==> src/rtl/arm_hazard_scoreboard.sv <==
// ============================================================================
// Module   : arm_hazard_scoreboard
// Purpose  : Decode-stage hazard scoreboard. Tracks the destination
//            registers of the instructions in EX, MEM and WB. Produces the
//            per-operand forwarding selects, the load-use stall, the issue
//            strobe, and the SWI halt drain sequencing.
// Ports    : clk, rst_b (async, active low)
//            id_valid, id_read_mask[2:0], id_read_reg0/1/2[3:0],
//            id_rd_we, id_rd_num[3:0], id_is_load, id_halt, flush  (inputs)
//            stall, issue, fwd_sel0/1/2[1:0], draining, halted     (outputs)
// Revision : 1.0 - initial release
// ============================================================================
`default_nettype none

module arm_hazard_scoreboard #(
    parameter int DEPTH = 3,
    parameter int NOPS  = 3
) (
    input  logic       clk,
    input  logic       rst_b,
    input  logic       id_valid,
    input  logic [2:0] id_read_mask,
    input  logic [3:0] id_read_reg0,
    input  logic [3:0] id_read_reg1,
    input  logic [3:0] id_read_reg2,
    input  logic       id_rd_we,
    input  logic [3:0] id_rd_num,
    input  logic       id_is_load,
    input  logic       id_halt,
    input  logic       flush,
    output logic       stall,
    output logic       issue,
    output logic [1:0] fwd_sel0,
    output logic [1:0] fwd_sel1,
    output logic [1:0] fwd_sel2,
    output logic       draining,
    output logic       halted
);

    typedef struct packed {
        logic       v;
        logic       we;
        logic [3:0] rd;
        logic       ld;
    } entry_t;

    typedef enum logic [1:0] {
        ST_RUN   = 2'd0,
        ST_DRAIN = 2'd1,
        ST_DONE  = 2'd2
    } state_t;

    entry_t ent_q [DEPTH];
    entry_t ent_d [DEPTH];
    state_t state_q;
    state_t state_d;

    logic [3:0]      rd_reg  [NOPS];
    logic [NOPS-1:0] match   [DEPTH];
    logic [1:0]      fwd_sel [NOPS];
    logic            load_use;
    logic            pipe_empty_next;

    always_ff @(posedge clk or negedge rst_b) begin
        if (!rst_b) begin
            for (int k = 0; k < DEPTH; k++) begin
                ent_q[k] <= '0;
            end
            state_q <= ST_RUN;
        end else begin
            for (int k = 0; k < DEPTH; k++) begin
                ent_q[k] <= ent_d[k];
            end
            state_q <= state_d;
        end
    end

    always_comb begin
        rd_reg[0] = id_read_reg0;
        rd_reg[1] = id_read_reg1;
        rd_reg[2] = id_read_reg2;

        // R15 reads return the PC value from decode, so they never hazard.
        for (int k = 0; k < DEPTH; k++) begin
            for (int i = 0; i < NOPS; i++) begin
                match[k][i] = ent_q[k].v && ent_q[k].we && id_read_mask[i]
                              && (ent_q[k].rd == rd_reg[i]) && (rd_reg[i] != 4'hf);
            end
        end

        // Walk oldest to youngest so the youngest matching stage wins.
        for (int i = 0; i < NOPS; i++) begin
            fwd_sel[i] = 2'b00;
            for (int k = DEPTH - 1; k >= 0; k--) begin
                if (match[k][i]) begin
                    fwd_sel[i] = 2'(k + 1);
                end
            end
        end

        load_use = (|match[0]) && ent_q[0].ld;

        case (state_q)
            ST_RUN:  stall = id_valid && load_use;
            default: stall = id_valid;
        endcase

        // Gated by rst_b so the strobe is quiet while reset is held.
        issue = rst_b && id_valid && !stall && !flush && (state_q == ST_RUN);

        // The scoreboard shifts every cycle; a non-issuing cycle inserts a bubble.
        ent_d[0].v  = issue;
        ent_d[0].we = issue && id_rd_we && !id_halt;
        ent_d[0].rd = issue ? id_rd_num : 4'h0;
        ent_d[0].ld = issue && id_is_load;
        for (int k = 1; k < DEPTH; k++) begin
            ent_d[k] = ent_q[k-1];
        end

        // Looking at the post-shift contents lets halted rise on the same
        // edge that the SWI leaves WB.
        pipe_empty_next = 1'b1;
        for (int k = 0; k < DEPTH; k++) begin
            if (ent_d[k].v) begin
                pipe_empty_next = 1'b0;
            end
        end

        state_d = state_q;
        case (state_q)
            ST_RUN:   if (issue && id_halt) state_d = ST_DRAIN;
            ST_DRAIN: if (pipe_empty_next)  state_d = ST_DONE;
            ST_DONE:  state_d = ST_DONE;
            default:  state_d = ST_RUN;
        endcase

        draining = (state_q == ST_DRAIN);
        halted   = (state_q == ST_DONE);
    end

    assign fwd_sel0 = fwd_sel[0];
    assign fwd_sel1 = fwd_sel[1];
    assign fwd_sel2 = fwd_sel[2];

endmodule

`default_nettype wire

==> config.mk <==
export PLATFORM = sky130hd
export DESIGN_NAME = arm_hazard_scoreboard
export DESIGN_NICKNAME = d
export VERILOG_FILES = /design/src/rtl/arm_hazard_scoreboard.sv
export SDC_FILE = /design/constraint.sdc
export NUM_CORES = 1
export LEC_CHECK = 0
export CAP_MARGIN = 5
export CORE_ASPECT_RATIO = 1.5
export CORE_MARGIN = 8
export CORE_UTILIZATION = 51
export DETAILED_ROUTE_END_ITERATION = 12
export PLACE_DENSITY_LB_ADDON = 0.25
export SLEW_MARGIN = 30
export SYNTH_ARGS = -nofsm -noshare
export SYNTH_HDL_FRONTEND = slang
export SYNTH_SLANG_ARGS = --single-unit
==> constraint.sdc <==
create_clock -name clk -period 3.5 [get_ports clk]
set_clock_uncertainty 0.2 [all_clocks]
set_input_delay 0.7 -clock clk [delete_from_list [all_inputs] [get_ports clk]]
set_output_delay 0.7 -clock clk [all_outputs]
set_load 0.005 [all_outputs]
==> flow_metrics.tcl <==
set metrics [dict create \
    status "completed" \
    routed_wl_mm 3.782 \
    p_sw_mw 0.2033 \
    setup_slack_ns 0.08774 \
    grt_pass1_wl_mm 6.354 \
    grt_use_met3_pct 3.752 \
    synthDistinctLibCells 26 \
    intPower_mw 0.4469 \
    slowest_stage "or4_1" \
    io_pins 36 \
    design_area_mm2 0.001947 \
    dpl.cell_count 214 \
    die_area_mm2 0.004528 \
    grt_max_degree 22 \
    start_util_pct 54.24 \
    p_leak_nw 0.8597 \
    n_antenna_cell 0 \
    layout_common_cells "30 x xnor2_1, 25 x buf_4, 23 x clkdlybuf4s50_1" \
    cp_common_cell "clkdlybuf4s50_1" \
    synth_edf_count 0 \
    ff2ff_path_depth 8 \
    dieWidth_um 57.68 \
    path_class "in2out" \
    antenna_left 0 \
    hold_viol 0 \
    cts_tree "built" \
    htree_levels 1 \
    hold_path_depth 0 \
    synth_top_area_share_pct 39.55 \
    vias 1197 \
    post-cts-setup-buffers 0 \
    drtIter0Drc 13 \
    switching_share_pct 31.27 \
    synth_warnings 0 \
    avgSynthCellArea_um2 10.22 \
    drive_gt1_share_pct 23.71 \
    post-route-drc-count 0 \
    pre_cts_ws_ns -0.09619 \
    cp-start-kind "primary input" \
    critical_path.max_fanout 2 \
    met1_usage_pct 18.44 \
    path_clk_slew_ns 0.11 \
    tightestPinTransition_ns 0.3324 \
    pwr-share-comb_pct 38.5 \
    fmax_mhz 293.1 \
    peakVddDrop_mv 0.3552 \
    utilization_pct 79.47 \
    drv_slew 0 \
    grt-busiest-layer "met2" \
    areaGrowthSynthToFinish_pct 46.52 \
    drt_pass1_iterations 4 \
    fin_crit_ns 3.412 \
    cp.required_ns 2.60 \
    end_kind "output pin" \
    grt_pass1_vias 1346 \
    layout.cells.most_common "xnor2_1" \
    gp_congestion 0.9868 \
    setup_viol 0 \
    die_h_um 78.52 \
    finalNetCount 225 \
    core_mm2 0.002450 \
    hp-class "reg2reg" \
    cts_root_buffer "clkbuf_4" \
    grt_util_met2_pct 34.77 \
    async_flop_share_pct 100.0 \
    gr-usage-all-layers_pct 18.00 \
    dpl_cell_area_mm2 0.001897 \
    p_per_area_mw_per_mm2 334.0 \
    cts_buffer_depth 2 \
    netlist_area_mm2 0.001329 \
    synthCells 130 \
    via_per_inst 5.491 \
    synth_largest_area_cell "dfrtp_1" \
    grt_setup_unrepaired "false" \
    max_stage_delay_ns 0.53 \
    synth-seq-cells 21 \
    rows 22 \
    clk_latency_ns 0.30 \
    synth_area_leaders "dfrtp_1 40%, xnor2_1 20%, xor2_1 4.0%" \
    wl_per_cell_um 17.35 \
    cts_made_buffers 3 \
    antenna_found_initial 0 \
    cts.sinks 21 \
    p_seq_share_pct 44.3 \
    yosysSeqAreaShare_pct 39.55 \
    slew_headroom_pct 77.63 \
    portBuffers 35 \
    dp_hpwl_mm 3.195 \
    ctsHoldBuffers 0 \
    grt.overflow.total 0 \
    ys.flop_type "dfrtp_1" \
    min_period_over_period_pct 97.49 \
    layoutNonFillerInstCount 218 \
    cp_cell_sequence "clkdlybuf4s50_1 -> nand2_1 -> or4_1 -> a21o_2 -> clkdlybuf4s50_1" \
    syn-num-nets 160 \
    cp.arrival_ns 2.51 \
    drv_cap 0 \
    p_clk_share_pct 17.2 \
]
## registers in the layout (all words and copies together), names as in the netlist
name,cells
ent_q,6
state_q,2
ent_d,13
## critical path, delay by kind of cell
family                 cells  cell delay [ns]
buffers and inverters      2             0.97
AND/OR/NAND/NOR            2             0.62
AO/OA/AOI/OAI              1             0.23
## per-layer routing
| metal | routed length [um] | vias up | part of all wire, % |
|---|---|---|---|
| met1 | 1380 | 581 | 36 |
| met5 | 0 | - | 0 |
| met2 | 2153 | 36 | 57 |
| met4 | 55 | 0 | 1.5 |
| li1 | - | 574 | - |
| met3 | 193 | 6 | 5.1 |
## power groups by stage
stage	Sequential [mW]	Combinational (mW)	Clock, mW
6_report	0.288	0.250	0.112
4_1_cts	0.288	0.252	0.117
3_5_place_dp	0.293	0.250	0
5_1_grt	0.293	0.277	0.129
2_1_floorplan	0.287	0.131	0
3_3_place_gp	0.291	0.239	0
## Yosys cell counts (all sizes together), types with 2 or more instances
cell type and instances:
nand4 3, nand2b 4, ha 4, nor3 4, nor4 6, xor2 6
nand3 12, mux2 2, nand2 12, dfrtp 21, inv 4, nor2 11
xnor2 30
## what timing repair did
item | in CTS | in global routing
endpoints found under the setup margin | 8 | 4
pin swaps | 1 | 1
endpoints found under the hold margin | 0 | 0
gates resized for setup | 12 | 5
## area by class of cell
type                            instances  area, um2
Clock inverter                          1      5.005
Inverter                                4      15.01
Sequential cell                        21      525.5
Tap cell                               24      30.03
Clock buffer                            3      22.52
Multi-Input combinational cell        105      814.5
Fill cell                             184      503.0
Timing Repair Buffer                   60      534.3
## logic make-up after synthesis
kind of cell / count (synthesis) / synth area share (%)
buf+inv: 4 / 1.130
fa+ha+maj: 4 / 3.767
compound gates: 7 / 5.179
mux: 2 / 1.695
flops: 21 / 39.55
simple gates: 56 / 24.95
xor+xnor: 36 / 23.73
## per-stage QoR
| step | hold slack [ns] | setup TNS, ns | power [mW] |
|---|---|---|---|
| after floorplan | 0.1535 | 0 | 0.4176 |
| after global placement | 0.1586 | -0.1561 | 0.5307 |
| after detailed placement | 0.1663 | -0.4512 | 0.5433 |
| after CTS | 0.1920 | 0 | 0.6569 |
| after global routing | 0.2163 | 0 | 0.6981 |
| final | 0.1888 | 0 | 0.6503 |
## path summary, 6_finish.rpt
path / start / end / slack [ns]
max in group asynchronous: rst_b / ent_q[1] / 2.32
worst max register to register: state_q[0] / state_q[0] / 1.26
min in group asynchronous: rst_b / ent_d[7] / 0.57
worst min register to register: ent_d[5] / ent_q[5] / 0.19
worst min-delay path: ent_d[5] / ent_q[5] / 0.19
worst max-delay path: id_read_mask[2] / fwd_sel2[0] / 0.09
No activity file was read; power rests on OpenSTA's default activity.
